$ cat config.mk
export PLATFORM = sky130hd
export DESIGN_NAME = naneye_tx_emulator
export DESIGN_NICKNAME = d
export VERILOG_FILES = /design/src/rtl/naneye_tx_emulator.sv
export SDC_FILE = /design/constraint.sdc
export NUM_CORES = 1
export LEC_CHECK = 0
export ABC_AREA = 1
export BUFFER_PORTS_ARGS = -buffer_cell sky130_fd_sc_hd__buf_2
export CAP_MARGIN = 15
export CORE_MARGIN = 1.5
export CORE_UTILIZATION = 40
export DETAILED_ROUTE_END_ITERATION = 8
export PLACE_DENSITY = 0.57
export SETUP_SLACK_MARGIN = 0.1
export SYNTH_ARGS = -nofsm -noshare
export SYNTH_HDL_FRONTEND = slang
export SYNTH_SLANG_ARGS = --single-unit
export TNS_END_PERCENT = 20
$ cat constraint.sdc
create_clock -name CLOCK -period 3.21 [get_ports CLOCK]
set_clock_uncertainty 0.15 [all_clocks]
set_input_delay 0.4815 -clock CLOCK [delete_from_list [all_inputs] [get_ports CLOCK]]
set_output_delay 0.4815 -clock CLOCK [all_outputs]
set_load 0.1 [all_outputs]
$ cat src/rtl/naneye_tx_emulator.sv
`default_nettype none
// ============================================================================
// naneye_tx_emulator : Manchester-encoded NanEye video link transmitter model
// Optional macro TEST_PATTERN_EN adds PATTERN_SEL and a (row+col) pattern.
// Revision: 1.0
// ============================================================================
module naneye_tx_emulator #(
  parameter int C_ROWS          = 320,
  parameter int C_COLUMNS       = 320,
  parameter int D_WIDTH         = 10,
  parameter int HALF_BIT_CLKS   = 4,
  parameter int FRAME_SYNC_BITS = 16,
  parameter int LINE_SYNC_BITS  = 4
) (
  input  logic               CLOCK,
  input  logic               RESET,
  input  logic               START,
  output logic               DATA_REQ,
  input  logic [D_WIDTH-1:0] DATA_IN,
  output logic               TX_DAT,
  output logic               TX_OE,
  output logic               BUSY,
  output logic               LINE_END,
`ifdef TEST_PATTERN_EN
  input  logic               PATTERN_SEL,
`endif
  output logic               FRAME_DONE
);

  localparam int WORD_BITS = D_WIDTH + 2;
  localparam int SYNC_MAX  = (FRAME_SYNC_BITS > LINE_SYNC_BITS) ? FRAME_SYNC_BITS : LINE_SYNC_BITS;
  localparam int BIT_MAX   = (SYNC_MAX > WORD_BITS) ? SYNC_MAX : WORD_BITS;
  localparam int BW        = $clog2(BIT_MAX);
  localparam int HBW       = $clog2(HALF_BIT_CLKS);
  localparam int CW        = $clog2(C_COLUMNS + 1);
  localparam int RW        = $clog2(C_ROWS + 1);
  localparam logic [HBW-1:0] HB_LAST = HBW'(HALF_BIT_CLKS - 1);
  localparam logic [HBW-1:0] HB_PRE  = HBW'(HALF_BIT_CLKS - 2);

  typedef enum logic [1:0] {S_IDLE, S_FSYNC, S_LSYNC, S_PIXEL} state_t;

  state_t             state_q, state_d;
  logic [HBW-1:0]     hb_q, hb_d;
  logic               half_q, half_d;
  logic [BW-1:0]      bit_q, bit_d;
  logic [CW-1:0]      col_q, col_d;
  logic [RW-1:0]      row_q, row_d;
  logic [D_WIDTH-1:0] shift_q, shift_d;
  logic               tx_dat_q, tx_dat_d, tx_oe_q, tx_oe_d, busy_q, busy_d;
  logic               data_req_q, data_req_d, line_end_q, line_end_d;
  logic               frame_done_q, frame_done_d, eol_q, eol_d, eof_q, eof_d;
  logic               last_bit, hb_end, bit_end, seg_end, col_last, row_last, cur_bit;
  logic [D_WIDTH-1:0] pixel_val;

`ifdef TEST_PATTERN_EN
  logic pattern_q, pattern_d;
  assign pixel_val = pattern_q ? (D_WIDTH'(row_q) + D_WIDTH'(col_q)) : DATA_IN;
`else
  assign pixel_val = DATA_IN;
`endif

  assign hb_end   = (hb_q == HB_LAST);
  assign bit_end  = hb_end && half_q;
  assign seg_end  = bit_end && last_bit;
  assign col_last = (col_q == CW'(C_COLUMNS - 1));
  assign row_last = (row_q == RW'(C_ROWS - 1));

  // The FSM runs one cycle ahead of the registered line: state in cycle k sets TX_DAT for k+1.
  always_comb begin
    state_d      = state_q;
    hb_d         = hb_q;
    half_d       = half_q;
    bit_d        = bit_q;
    col_d        = col_q;
    row_d        = row_q;
    shift_d      = shift_q;
    eol_d        = 1'b0;
    eof_d        = 1'b0;
    line_end_d   = eol_q;
    frame_done_d = eof_q;
`ifdef TEST_PATTERN_EN
    pattern_d    = pattern_q;
`endif

    case (state_q)
      S_FSYNC: last_bit = (bit_q == BW'(FRAME_SYNC_BITS - 1));
      S_LSYNC: last_bit = (bit_q == BW'(LINE_SYNC_BITS - 1));
      default: last_bit = (bit_q == BW'(WORD_BITS - 1));
    endcase

    if (bit_q == '0)                    cur_bit = 1'b1;
    else if (bit_q == BW'(WORD_BITS-1)) cur_bit = 1'b0;
    else                                cur_bit = shift_q[D_WIDTH-1];

    case (state_q)
      S_FSYNC: tx_dat_d = 1'b1;
      S_PIXEL: tx_dat_d = cur_bit ^ half_q;
      default: tx_dat_d = 1'b0;
    endcase
    tx_oe_d = (state_q != S_IDLE);

    // Request lands two cycles before the next word's first half-bit on the line.
    data_req_d = last_bit && half_q && (hb_q == HB_PRE) &&
                 ((state_q == S_LSYNC) || ((state_q == S_PIXEL) && !col_last));

    if (state_q == S_IDLE) begin
      hb_d   = '0;
      half_d = 1'b0;
      bit_d  = '0;
      col_d  = '0;
      row_d  = '0;
      if (START && !busy_q && !frame_done_q) begin
        state_d = S_FSYNC;
`ifdef TEST_PATTERN_EN
        pattern_d = PATTERN_SEL;
`endif
      end
    end else begin
      if (hb_end) begin
        hb_d   = '0;
        half_d = ~half_q;
      end else begin
        hb_d = hb_q + 1'b1;
      end
      if (bit_end) bit_d = bit_q + 1'b1;

      if (state_q == S_PIXEL) begin
        if ((hb_q == '0) && !half_q && (bit_q == '0)) shift_d = pixel_val;
        else if (bit_end && (bit_q != '0))             shift_d = shift_q << 1;
      end

      if (seg_end) begin
        bit_d = '0;
        case (state_q)
          S_FSYNC: state_d = S_LSYNC;
          S_LSYNC: state_d = S_PIXEL;
          default: begin
            if (col_last) begin
              col_d = '0;
              eol_d = 1'b1;
              if (row_last) begin
                eof_d   = 1'b1;
                state_d = S_IDLE;
              end else begin
                row_d   = row_q + 1'b1;
                state_d = S_LSYNC;
              end
            end else begin
              col_d = col_q + 1'b1;
            end
          end
        endcase
      end
    end

    // Covers the final line cycle after the FSM has already dropped to IDLE.
    busy_d = (state_q != S_IDLE) || (state_d != S_IDLE);
  end

  always_ff @(posedge CLOCK or posedge RESET) begin
    if (RESET) begin
      state_q      <= S_IDLE;
      hb_q         <= '0;
      half_q       <= 1'b0;
      bit_q        <= '0;
      col_q        <= '0;
      row_q        <= '0;
      shift_q      <= '0;
      tx_dat_q     <= 1'b0;
      tx_oe_q      <= 1'b0;
      busy_q       <= 1'b0;
      data_req_q   <= 1'b0;
      line_end_q   <= 1'b0;
      frame_done_q <= 1'b0;
      eol_q        <= 1'b0;
      eof_q        <= 1'b0;
`ifdef TEST_PATTERN_EN
      pattern_q    <= 1'b0;
`endif
    end else begin
      state_q      <= state_d;
      hb_q         <= hb_d;
      half_q       <= half_d;
      bit_q        <= bit_d;
      col_q        <= col_d;
      row_q        <= row_d;
      shift_q      <= shift_d;
      tx_dat_q     <= tx_dat_d;
      tx_oe_q      <= tx_oe_d;
      busy_q       <= busy_d;
      data_req_q   <= data_req_d;
      line_end_q   <= line_end_d;
      frame_done_q <= frame_done_d;
      eol_q        <= eol_d;
      eof_q        <= eof_d;
`ifdef TEST_PATTERN_EN
      pattern_q    <= pattern_d;
`endif
    end
  end

  assign TX_DAT     = tx_dat_q;
  assign TX_OE      = tx_oe_q;
  assign BUSY       = busy_q;
  assign DATA_REQ   = data_req_q;
  assign LINE_END   = line_end_q;
  assign FRAME_DONE = frame_done_q;

endmodule
`default_nettype wire

# ---- Word level (Yosys, flattened, before mapping)
# Index checks and enable logic that the tools add are counted.
dict set report totals {
  reg_bits 45
  latchBits 0
  ramBits 0
  romBits 0
  inputBits 13
  elab_cells 103
  memories 0
}
dict set report classes {
  addsub 4
  mul 0
  div_mod_pow 0
  n_lt_le_gt_ge 0
  eq_ne 12
  n_shift 0
  n_mux 37
  bitwise 3
  n_reduce_logical 32
}
# cell n
set ops {}
lappend ops {{$mux 9} 9}
lappend ops {{$mux 10} 2}
lappend ops {{$add 9x1->9 const B} 2}
lappend ops {{$eq 9x9->1 const B} 2}
lappend ops {{$mux 2} 7}
lappend ops {{$mux 1} 13}
lappend ops {{$mux 4} 3}
lappend ops {{$reduce_bool 2->1} 6}
lappend ops {{$logic_and 1x1->1} 11}
lappend ops {{$eq 2x2->1 const B} 4}
lappend ops {{$eq 4x4->1 const B} 2}
lappend ops {{$add 4x1->4 const B} 1}
lappend ops {{$eq 4x2->1 const B} 1}
lappend ops {{$logic_not 1->1} 4}
lappend ops {{$logic_not 2->1} 2}
lappend ops {{$logic_not 4->1} 1}
lappend ops {{$ne 2x1->1 const B} 2}
lappend ops {{$pmux 1 s2} 2}
lappend ops {{$pmux 2 s2} 1}
lappend ops {{$reduce_and 4->1} 1}
lappend ops {{$reduce_bool 4->1} 1}
lappend ops {{$reduce_and 3->1} 1}
lappend ops {{$reduce_bool 3->1} 1}
lappend ops {{$add 2x1->2 const B} 1}
lappend ops {{6 further kinds} 8}

# ---- Depth between registers and ports, before layout
# Gate-level depths: netlist of the first run.
dict set report logic_depth {
  depth_word 8
  ltp_mapped 13
  ltp_nobuf 12
}

# ---- Worst setup path after synthesis of the first run
# OpenSTA, ideal clock, no wires.
dict set report synth_timing {
  path_kind {register to register}
  startpoint {reg state_q[1]}
  endpoint {reg col_q[0]}
  setup_time_ps 117
  t_arrival_ps 1585
  t_required_ps 2943
  path_slack_ps 1358
  stages_incl_launch_ff 12
  n_path_buf 1
  period_less_slack_ps 1852
  path_cell_list {dfrtp_1 -> inv_1 -> ha_1 -> inv_2 -> nand2_1 -> nand2_2 -> nand2_4 -> nand2_8 -> nand2_8 -> buf_8 -> nand2_2 -> o21ai_2}
}
dict set report synth_via {
  elab_chain_len 5
  elab_cells_between_ends 10
  classes_between {eq/ne (3); mux (2); reduce/logical (5)}
}
# element line
set synth_rtl {}
lappend synth_rtl {{from (decl)} 42} ;# state_t state_q, state_d;
lappend synth_rtl {{from (signal assigned)} 181} ;# state_q <= state_d;
lappend synth_rtl {{$eq 2x2->1 or $eq 2x1->1 (tied branches)} {85, 134}}
lappend synth_rtl {{$pmux 1 s2} 85} ;# case (state_q)
lappend synth_rtl {{$logic_and 1x1->1} 64} ;# assign seg_end = bit_end && last_bit;
lappend synth_rtl {{$reduce_bool 2->1 (no line)} n/a}
lappend synth_rtl {{$reduce_and 2->1 (no line)} n/a}
lappend synth_rtl {{to (signal assigned)} 185} ;# col_q <= col_d;
lappend synth_rtl {{to (decl)} 46} ;# logic [CW-1:0] col_q, col_d;
# Parallel ways exist; a longest one is shown, timed or not.
# A chain may end at the register's enable or synchronous reset.

# ---- Worst setup path in the final report of the first run
dict set report layout_timing {
  startpoint {reg state_q[1]}
  endpoint {reg shift_q[0]}
}
dict set report layout_via {
  elab_chain_len 3
  elab_cells_between_ends 4
  classes_between {eq/ne (1); bitwise (1); reduce/logical (2)}
}
# element line
set layout_rtl {}
lappend layout_rtl {{$logic_not 2->1} 106} ;# if (state_q == S_IDLE) begin
lappend layout_rtl {{$not 1->1 (no line)} n/a}
lappend layout_rtl {{$reduce_and 3->1 (no line) (*)} n/a}
lappend layout_rtl {{to (signal assigned)} 187} ;# shift_q <= shift_d;
lappend layout_rtl {{to (decl)} 48} ;# logic [D_WIDTH-1:0] shift_q, shift_d;
# Mark *: on every way between the ends. The rest lies on a longest branch, timed or not.

==> impl_metrics.toml, run 1 <==
[run_status]
status = "finished with violations"
violations = "design-rule violations"

[drt]
drc_errors = 3
vias = 2203
first_iter_violations = 106
maxUsedRoutingLayer = "met4"
drtPass1Iterations = 6
postRouteAntennaNets = 0
wl_met2_microns = 2380
met1Wirelength_microns = 2810
post_drt_wl_per_cell_microns = 12.0
met3_length_microns = 133
totalWireLength_microns = 5390
via_per_inst = 4.90

[finish]
fin_area_sq_um = 2970
fillers = 639
multiInputGateArea_sq_um = 1400
drive_above_1_share_pct = 14.2
postLayoutCoreUtil_pct = 45.9
antennaDiodeCount = 0
area_delta_synth_final_pct = 9.42
register_area_sq_um = 1130
nets = 396

[clock_network]
cts.path.max_buffers = 2
worstSkewPairLatency_ns = 0.30
clk_pin_slew_worst_paths_ns = 0.08
root_buffer = "clkbuf_8"
cts.sink_count = 45
cts-buffers-inserted = 5
postCtsHoldBufs = 0
cts_tree = "built"
cts_setup_buffers = 0
htreeDepth = 2
ctsResizeCount = 0

[pwr]
total_power_mw = 1.05
leakagePower_nw = 1.49
irDropWorstVdd_mv = 0.168
power_density_nw_per_um2 = 355

[placed_design]
port_buffers = 18
placed_area_sq_um = 2850
dp_hpwl_microns = 3740
place_congestion = 0.790

[timing]
slew_violations = 0
hold_viol_final = 0
setup_viol = 0
tightest_slew_ns = 0.949
period_minus_slack_ns = 2.37
fin_crit_sh_pct = 73.9
timing.fmax_mhz = 422
hold_ws_ns = 0.202
slew_headroom_pct = 36.6
grt_setup_unrepaired = "false"
setup_tns_ns = 0

[run]
cap_violations = 0

[floorplan]
die_area_sq_um = 7280
dieHeight_microns = 85.3
io_pins = 19
num_rows = 29
core_area_sq_um = 6460
die_w_microns = 85.3
initial_core_util_pct = 42.0

[synth]
synth_top_family_by_area = "simple AND/OR/NAND/NOR gates"
synth-compound-area-share_pct = 7.89
ys_ff_latch = 45
synthAdderAreaFrac_pct = 5.08
syn-num-nets = 378
syn_area_per_cell_sq_um = 7.66
ys_types = 34
synth_xor_area_share_pct = 1.29
synthMuxAreaShare_pct = 0
ys_warn_count = 0
synth-simple-area-share_pct = 37.3
ys_seq_area_share_pct = 41.6
syn_inst = 354
syn_area_sq_um = 2710

[worst_setup_path]
cpMaxStageDelayCell = "nor2_1"
critical_path_required_ns = 3.30
endpoint_kind = "register"
startpoint_type = "register"
path_class = "reg2reg"
cp.arrival_ns = 2.46
worstPathCellList = "inv_1 -> ha_1 -> inv_2 -> nand2_1 -> nor2_1 -> nand3_1 -> nand2_1"
slowest_delay_ns = 0.65
cp_common_cell = "nand2_1"
r2r_setup_slack_ns = 0.84
cp_max_fo = 19

[global_routing]
antenna_found_initial = 0
overflow = 0
grt_pass1_vias = 2118
grt_usage_pct = 16.3
grt_pass1_wl_microns = 9570
grt_max_degree = 46

[min_path]
hp-class = "reg2reg"
==> where the power goes <==
group,internal [mW],leakage [nW],switching [mW]
Clock,0.254,0.0585,0.196
Combinational,0.00870,0.853,0.0216
Sequential,0.570,0.580,0.00151
==> metal layers <==
| layer | vias up | global-route usage, % |
|---|---|---|
| met4 | 0 | 4.40 |
| met1 | 1002 | 22.2 |
| met2 | 23 | 26.5 |
| li1 | 1173 | - |
| met5 | - | 0 |
| met3 | 5 | 3.21 |
==> stage by stage <==
stage          std cells  setup slack, ns
2_1_floorplan        354             1.36
3_3_place_gp         442            0.951
3_5_place_dp         442            0.874
4_1_cts              450            0.851
5_1_grt              450            0.616
6_report             450            0.839
==> final cells by class <==
class	count	share of cell area [%]
timing repair buffer	19	3.29
sequential	45	38.0
multi-input combinational	266	47.1
inverter	35	4.43
clock inverter	1	1.01
tap	77	3.25
clock buffer	7	2.91
==> path summary, 6_finish.rpt <==
check / start / to / cells past startpoint
max: state_q[1] / shift_q[0] / 7
min: eof_q / FRAME_DONE / 0
max reg2reg: state_q[1] / shift_q[0] / 7
min reg2reg: eof_q / FRAME_DONE / 0
max in group asynchronous: RESET / bit_q[1] / 2
min in group asynchronous: RESET / TX_OE / 2
==> cell usage after synthesis <==
| cell | instances | area [sq um] |
|---|---|---|
| nand2_1 | 133 | 499 |
| dfrtp_1 | 45 | 1130 |
| inv_1 | 31 | 116 |
| nor2_1 | 28 | 105 |
| nand3_1 | 19 | 95.1 |
| nand4_1 | 19 | 119 |
| o21ai_0 | 13 | 65.1 |
| ha_1 | 11 | 138 |
| o21ai_2 | 9 | 78.8 |
| inv_2 | 4 | 15.0 |
| nor3_1 | 4 | 20.0 |
| xor2_1 | 4 | 35.0 |
| a21oi_1 | 3 | 15.0 |
| clkbuf_1 | 3 | 11.3 |
| buf_2 | 2 | 10.0 |
| nand2_2 | 2 | 12.5 |
| nand2_4 | 2 | 22.5 |
| nand2_8 | 2 | 40.0 |
| nor2_2 | 2 | 12.5 |
| nor3b_1 | 2 | 15.0 |
| o21ai_1 | 2 | 10.0 |
| o21bai_1 | 2 | 15.0 |
| a21o_1 | 1 | 7.51 |
| a21oi_4 | 1 | 16.3 |
| buf_4 | 1 | 7.51 |
| buf_6 | 1 | 11.3 |
| buf_8 | 1 | 15.0 |
| nand3_4 | 1 | 17.5 |
| nand3b_1 | 1 | 7.51 |
| nand4_4 | 1 | 21.3 |
| nor2_4 | 1 | 11.3 |
| nor4_1 | 1 | 6.26 |
| o22ai_1 | 1 | 6.26 |
| or2_2 | 1 | 6.26 |
==> worst max-delay path: cells and delay by family (launching register included) <==
| family | cells | cell delay, ns |
|---|---|---|
| AND/OR/NAND/NOR | 4 | 1.06 |
| adder cells (fa/ha/maj) | 1 | 0.44 |
| flip-flops | 1 | 0.43 |
| buffers and inverters | 2 | 0.23 |
==> cells by family (layout without fill, tap and decap cells) <==
family                     Yosys count  in the layout
adders and majority gates           11             11
and+or+nand+nor                    219            219
AOI/OAI and AO/OA                   32             32
xor gates and xnor gates             4              4
buffers and inverters               43             62
DFF                                 45             45
==> flip-flops by register name, summed over array words and instances (netlist names) <==
register / count
shift_q: 10
BUSY: 1
TX_DAT: 1
eol_q: 1
state_q: 2
DATA_REQ: 1
eof_q: 1
half_q: 1
row_q: 9
FRAME_DONE: 1
col_q: 9
TX_OE: 1
LINE_END: 1
hb_q: 2
bit_q: 4
==> cell usage in the layout, fill, tap and decap left out, types with 2 or more instances in the layout <==
master,instances
nor3b_1,2
ha_1,11
nand2_8,2
nand2_1,133
inv_2,5
o21bai_1,2
xor2_1,4
nor2_1,28
nor2_2,2
nand3_1,19
nor3_1,4
buf_2,18
o21ai_0,13
nand2_4,2
o21ai_1,2
nand4_1,19
inv_1,30
o21ai_2,9
dfrtp_1,45
clkbuf_8,6
a21oi_1,3
nand2_2,2
No activity file was read; power rests on OpenSTA's default activity.
==> run 2, diff against run 1 <==
==> constraint.sdc (replaced) <==
create_clock -name CLOCK -period 2.3 [get_ports CLOCK]
set_clock_uncertainty 0.15 [all_clocks]
set_input_delay 0.345 -clock CLOCK [delete_from_list [all_inputs] [get_ports CLOCK]]
set_output_delay 0.345 -clock CLOCK [all_outputs]
set_load 0.1 [all_outputs]
==> run 2 against run 1 <==
The flow still finishes with violations (design-rule violations). Worst hold slack worse by 0.074 ns. Clock-buffer cell count down 1. Routed wire length up 1.1%. Combinational power up 52%. Fmax up 19%. Sequential share of layout area down 0.72 points. Clock power up 34%. Utilization up 0.89 points. Final area up 1.9%. Power up 37%. Largest cell class unchanged.
==> impl_metrics.toml, run 2 (synthesis gave the netlist of run 1 again) <==
[run_status]
status = "finished with violations"
violations = "design-rule violations"

[worst_setup_path]
worstPathCellList = "inv_1 -> ha_1 -> nand2_1 -> inv_1 -> nand2_1 -> nand2_2 -> nand2_4 -> nand2_8 -> nand2_8 -> nand2_1 -> o21ai_2"
cpMaxStageDelayCell = "dfrtp_1"
cp_common_cell = "nand2_1"
cp_max_fo = 18
cp.arrival_ns = 2.02
slowest_delay_ns = 0.44
endpoint_kind = "register"
path_class = "reg2reg"
startpoint_type = "register"
critical_path_required_ns = 2.34

[clock_network]
cts.path.max_buffers = 2
clk_pin_slew_worst_paths_ns = 0.09
cts.sink_count = 45
worstSkewPairLatency_ns = 0.30
cts_tree = "built"
htreeDepth = 2
root_buffer = "clkbuf_8"
cts-buffers-inserted = 5

[timing]
slew_headroom_pct = 67.9
period_minus_slack_ns = 1.99
setup_slack_ns = 0.314
fin_crit_sh_pct = 86.3
setup_tns_ns = 0
setup_viol = 0
hold_viol_final = 0
grt_setup_unrepaired = "false"
slew_violations = 0
tightest_slew_ns = 0.480
timing.fmax_mhz = 504

[min_path]
hp-class = "in2reg"

[finish]
multiInputGateArea_sq_um = 1400
nets = 404
area_delta_synth_final_pct = 11.5
final_cell_mix = "nand2_1 (133), dfrtp_1 (45), inv_1 (30)"
register_area_sq_um = 1130
antennaDiodeCount = 0
largest_reg_flops = 10
largestRegisters = "shift_q: 10 flops, col_q: 9 flops, row_q: 9 flops"
fillers = 629
drive_above_1_share_pct = 15.7
fin_area_sq_um = 3020
max_flop_register = "shift_q"
layout_commonest_cell = "nand2_1"

[drt]
postRouteAntennaNets = 0
drc_errors = 3
first_iter_violations = 90
drtPass1Iterations = 6
vias = 2256
post_drt_wl_per_cell_microns = 11.9
via_per_inst = 4.93
totalWireLength_microns = 5450

[global_routing]
antenna_found_initial = 0
grt_pass1_wl_microns = 9610
grt_max_degree = 24
grt_pass1_vias = 2038
overflow = 0
grt_usage_pct = 16.1

[floorplan]
core_area_sq_um = 6460
initial_core_util_pct = 42.0
num_rows = 29
io_pins = 19
die_w_microns = 85.3
dieHeight_microns = 85.3
die_area_sq_um = 7280

[placed_design]
dp_slack_ns = 0.344
dp_hpwl_microns = 3880
port_buffers = 18
place_congestion = 0.768
placed_area_sq_um = 2900

[pwr]
leakagePower_nw = 1.53
irDropWorstVdd_mv = 0.408
power_density_nw_per_um2 = 478

[run]
cap_violations = 0
-- run 2: changes by cell type in the layout (fill, tap and decap cells not counted) --
cell,before,now
buf_4,1,8
clkbuf_8,6,5
clkinv_4,0,1
dlygate4sd3_1,0,1
-- run 2: path summary, 6_finish.rpt --
kind	end	slack [ns]	start	cells after the start
min in group asynchronous	col_q[8]	0.45	RESET	3
worst min register to register	FRAME_DONE	0.21	eof_q	0
worst min-delay path	shift_q[0]	0.13	DATA_IN[0]	3
worst max register to register	col_q[1]	0.31	state_q[1]	11
max in group asynchronous	bit_q[0]	0.96	RESET	4
worst max-delay path	col_q[1]	0.31	state_q[1]	11
-- run 2: power by group --
group / total [mW] / internal (mW) / switching [mW]
Clock: 0.601 / 0.326 / 0.274
Sequential: 0.798 / 0.796 / 0.00202
Combinational: 0.0461 / 0.0155 / 0.0306
Total: 1.44 / 1.14 / 0.307
-- run 2: timing repair --
action / in CTS / in global routing
hold buffers: 1 / 0
endpoints found under the hold margin: 21 / 0
buffers inserted: 0 / 0
gates resized for setup: 0 / 0
-- run 2: through the flow --
stage	hold WS (ns)	util (%)	cells	total power, mW
6_report	0.128	46.8	458	1.44
2_1_floorplan	0.181	-	354	0.840
5_1_grt	0.133	46.8	458	1.51
3_5_place_dp	0.185	44.9	449	0.860
4_1_cts	0.119	46.8	458	1.47
3_3_place_gp	0.184	44.9	449	0.861
-- run 2: area by class of cell --
type | instances | share of cell area (%)
Timing Repair Buffer | 27 | 5.30
Clock inverter | 2 | 1.28
Sequential cell | 45 | 37.3
Clock buffer | 6 | 2.40
Inverter | 35 | 4.35
Tap cell | 77 | 3.19
Multi-Input combinational cell | 266 | 46.2
-- run 2: metal layers --
metal	global-route usage (%)	up-vias	part of all wire (%)
li1	-	1191	-
met1	22.9	1023	53
met2	25.8	37	43
met3	3.02	5	3.3
met4	3.52	0	0.88
met5	0	-	0
-- run 2: critical path: cells and delay by family, from the launching register on --
family | cells | cell delay (ns)
buffers and inverters | 2 | 0.16
AND/OR/NAND/NOR | 7 | 0.68
AO/OA/AOI/OAI | 1 | 0.05
flip-flops | 1 | 0.44
adder cells (fa/ha/maj) | 1 | 0.37
==> run 3, diff against run 2 <==
--- a/config.mk
+++ b/config.mk
@@ -8,6 +8,7 @@
 export ABC_AREA = 1
 export BUFFER_PORTS_ARGS = -buffer_cell sky130_fd_sc_hd__buf_2
 export CAP_MARGIN = 15
+export CORE_ASPECT_RATIO = 2
 export CORE_MARGIN = 1.5
 export CORE_UTILIZATION = 40
 export DETAILED_ROUTE_END_ITERATION = 8
==> run 3 against run 2 <==
Setup slack worse by 0.011 ns. First-iteration DRC count down 6.7%. Clock power up 42%. The flow finishes with violations (negative hold slack). Sequential cell count unchanged. Highest routed layer unchanged.
==> impl_metrics.toml, run 3 (synthesis gave the netlist of run 1 again) <==
[run_status]
status = "finished with violations"
violations = "negative hold slack"

[timing]
timing.fmax_mhz = 501
slew_violations = 0
hold_viol_final = 20
period_minus_slack_ns = 2.00
tightest_slew_ns = 0.643
fin_crit_sh_pct = 86.8
grt_setup_unrepaired = "false"
setup_viol = 0
setup_slack_ns = 0.303
setup_tns_ns = 0
hold_ws_ns = -0.0112
slew_headroom_pct = 57.1

[placed_design]
dp_slack_ns = 0.330
dp_hpwl_microns = 4480
place_congestion = 0.875
port_buffers = 18

[pwr]
clkPwrFrac_pct = 50.2
power_frac_seq_pct = 47.1
total_power_mw = 1.69
p_comb_share_pct = 2.7
power.internal_mw = 1.35
power_density_nw_per_um2 = 547
leakagePower_nw = 1.56
switchingPower_mw = 0.340
irDropWorstVdd_mv = 0.349
swShare_pct = 20.1

[global_routing]
grt_pass1_wl_microns = 9920
overflow = 0
antenna_found_initial = 0
grt_usage_pct = 17.9
grt_max_degree = 32
grt_pass1_vias = 2142

[clock_network]
cts-buffers-inserted = 5
cts.path.max_buffers = 2
root_buffer = "clkbuf_16"
cts_setup_buffers = 0
cts.sink_count = 45
htreeDepth = 2
ctsResizeCount = 0
clk_pin_slew_worst_paths_ns = 0.07
cts_tree = "built"
postCtsHoldBufs = 0
worstSkewPairLatency_ns = 0.29

[worst_setup_path]
crit_start = "state_q[1]"
slowest_delay_ns = 0.44
worstPathCellList = "inv_1 -> ha_1 -> inv_2 -> nand2_1 -> nand2_2 -> nand2_4 -> nand2_8 -> nand2_8 -> nand2_1 -> o21ai_2"
cp.arrival_ns = 2.02
startpoint_type = "register"
path_class = "reg2reg"
cpMaxStageDelayCell = "dfrtp_1"
endpoint_kind = "register"
cp_max_fo = 18
worstReg2RegStart = "state_q[1]"
critical_path_required_ns = 2.33

[floorplan]
core_area_sq_um = 6570
io_pins = 19
initial_core_util_pct = 41.3
die_w_microns = 61.2
num_rows = 42
die_area_sq_um = 7310
dieHeight_microns = 119

[finish]
fillers = 657
area_delta_synth_final_pct = 14.2
layout_commonest_cell = "nand2_1"
largestRegisters = "shift_q: 10 flops, col_q: 9 flops, row_q: 9 flops"
final_cell_mix = "nand2_1 (133), dfrtp_1 (45), inv_1 (30)"
antennaDiodeCount = 0
nets = 404
largest_reg_flops = 10
max_flop_register = "shift_q"
drive_above_1_share_pct = 16.0

[drt]
drc_errors = 0
first_iter_violations = 84
totalWireLength_microns = 5970
postRouteAntennaNets = 0
vias = 2303
drtPass1Iterations = 4
via_per_inst = 4.91
post_drt_wl_per_cell_microns = 12.7

[min_path]
hp-class = "in2async"

[run]
cap_violations = 0
## run 3: cell count changes in the layout (fill, tap and decap cells not counted)
cell           delta
clkinv_4          -1
clkbuf_16         +5
dlygate4sd3_1     -1
buf_4             +1
clkbuf_8          -4
## run 3: cell type report
type | count | area, sq um | area share, %
multi-input combinational | 266 | 1400 | 45.1
sequential | 45 | 1130 | 36.4
timing repair buffer | 27 | 158 | 5.09
clock buffer | 7 | 143 | 4.61
inverter | 35 | 131 | 4.24
tap | 88 | 110 | 3.56
clock inverter | 1 | 30.0 | 0.970
## run 3: worst max-delay path, delay by kind of cell, from the launching register on
kind | cells | cell delay [ns]
AND/OR/NAND/NOR | 6 | 0.65
flip-flops | 1 | 0.44
adder cells (fa/ha/maj) | 1 | 0.34
buffers and inverters | 2 | 0.25
AO/OA/AOI/OAI | 1 | 0.05
## run 3: path summary, 6_finish.rpt
path / endpoint / slack, ns / cells past startpoint
worst min register to register: FRAME_DONE / 0.20 / 0
min in group CLOCK: shift_q[0] / 0.13 / 3
worst min-delay path: shift_q[3] / -0.01 / 2
worst max-delay path: col_q[6] / 0.30 / 10
max in group asynchronous: row_q[0] / 1.38 / 3
worst max register to register: col_q[6] / 0.30 / 10
## run 3: power by group through the flow
| stage | clock (mW) | combinational [mW] | sequential (mW) |
|---|---|---|---|
| 2_1_floorplan | 0 | 0.0198 | 0.820 |
| 3_3_place_gp | 0 | 0.0463 | 0.813 |
| 3_5_place_dp | 0 | 0.0471 | 0.813 |
| 4_1_cts | 0.868 | 0.0472 | 0.798 |
| 5_1_grt | 0.906 | 0.0526 | 0.799 |
| 6_report | 0.851 | 0.0452 | 0.799 |
## run 3: stage by stage
| step | instances | area [sq um] | utilization, % | hold WS (ns) |
|---|---|---|---|---|
| 2_1_floorplan | 354 | 2710 | - | 0.181 |
| 3_3_place_gp | 461 | 2920 | 44.5 | 0.183 |
| 5_1_grt | 469 | 3100 | 47.1 | 0.0647 |
| 4_1_cts | 469 | 3100 | 47.1 | 0.0159 |
| 6_report | 469 | 3100 | 47.1 | -0.0112 |
| 3_5_place_dp | 461 | 2920 | 44.5 | 0.186 |
## run 3: layer usage
layer  up-vias  part of all wire, %  global-route usage, %
met5         -                    0                      0
met4         0                  1.8                   5.98
met3         8                  2.5                   3.26
met2        26                   56                   32.4
met1      1077                   39                   19.8
li1       1192                    -                      -
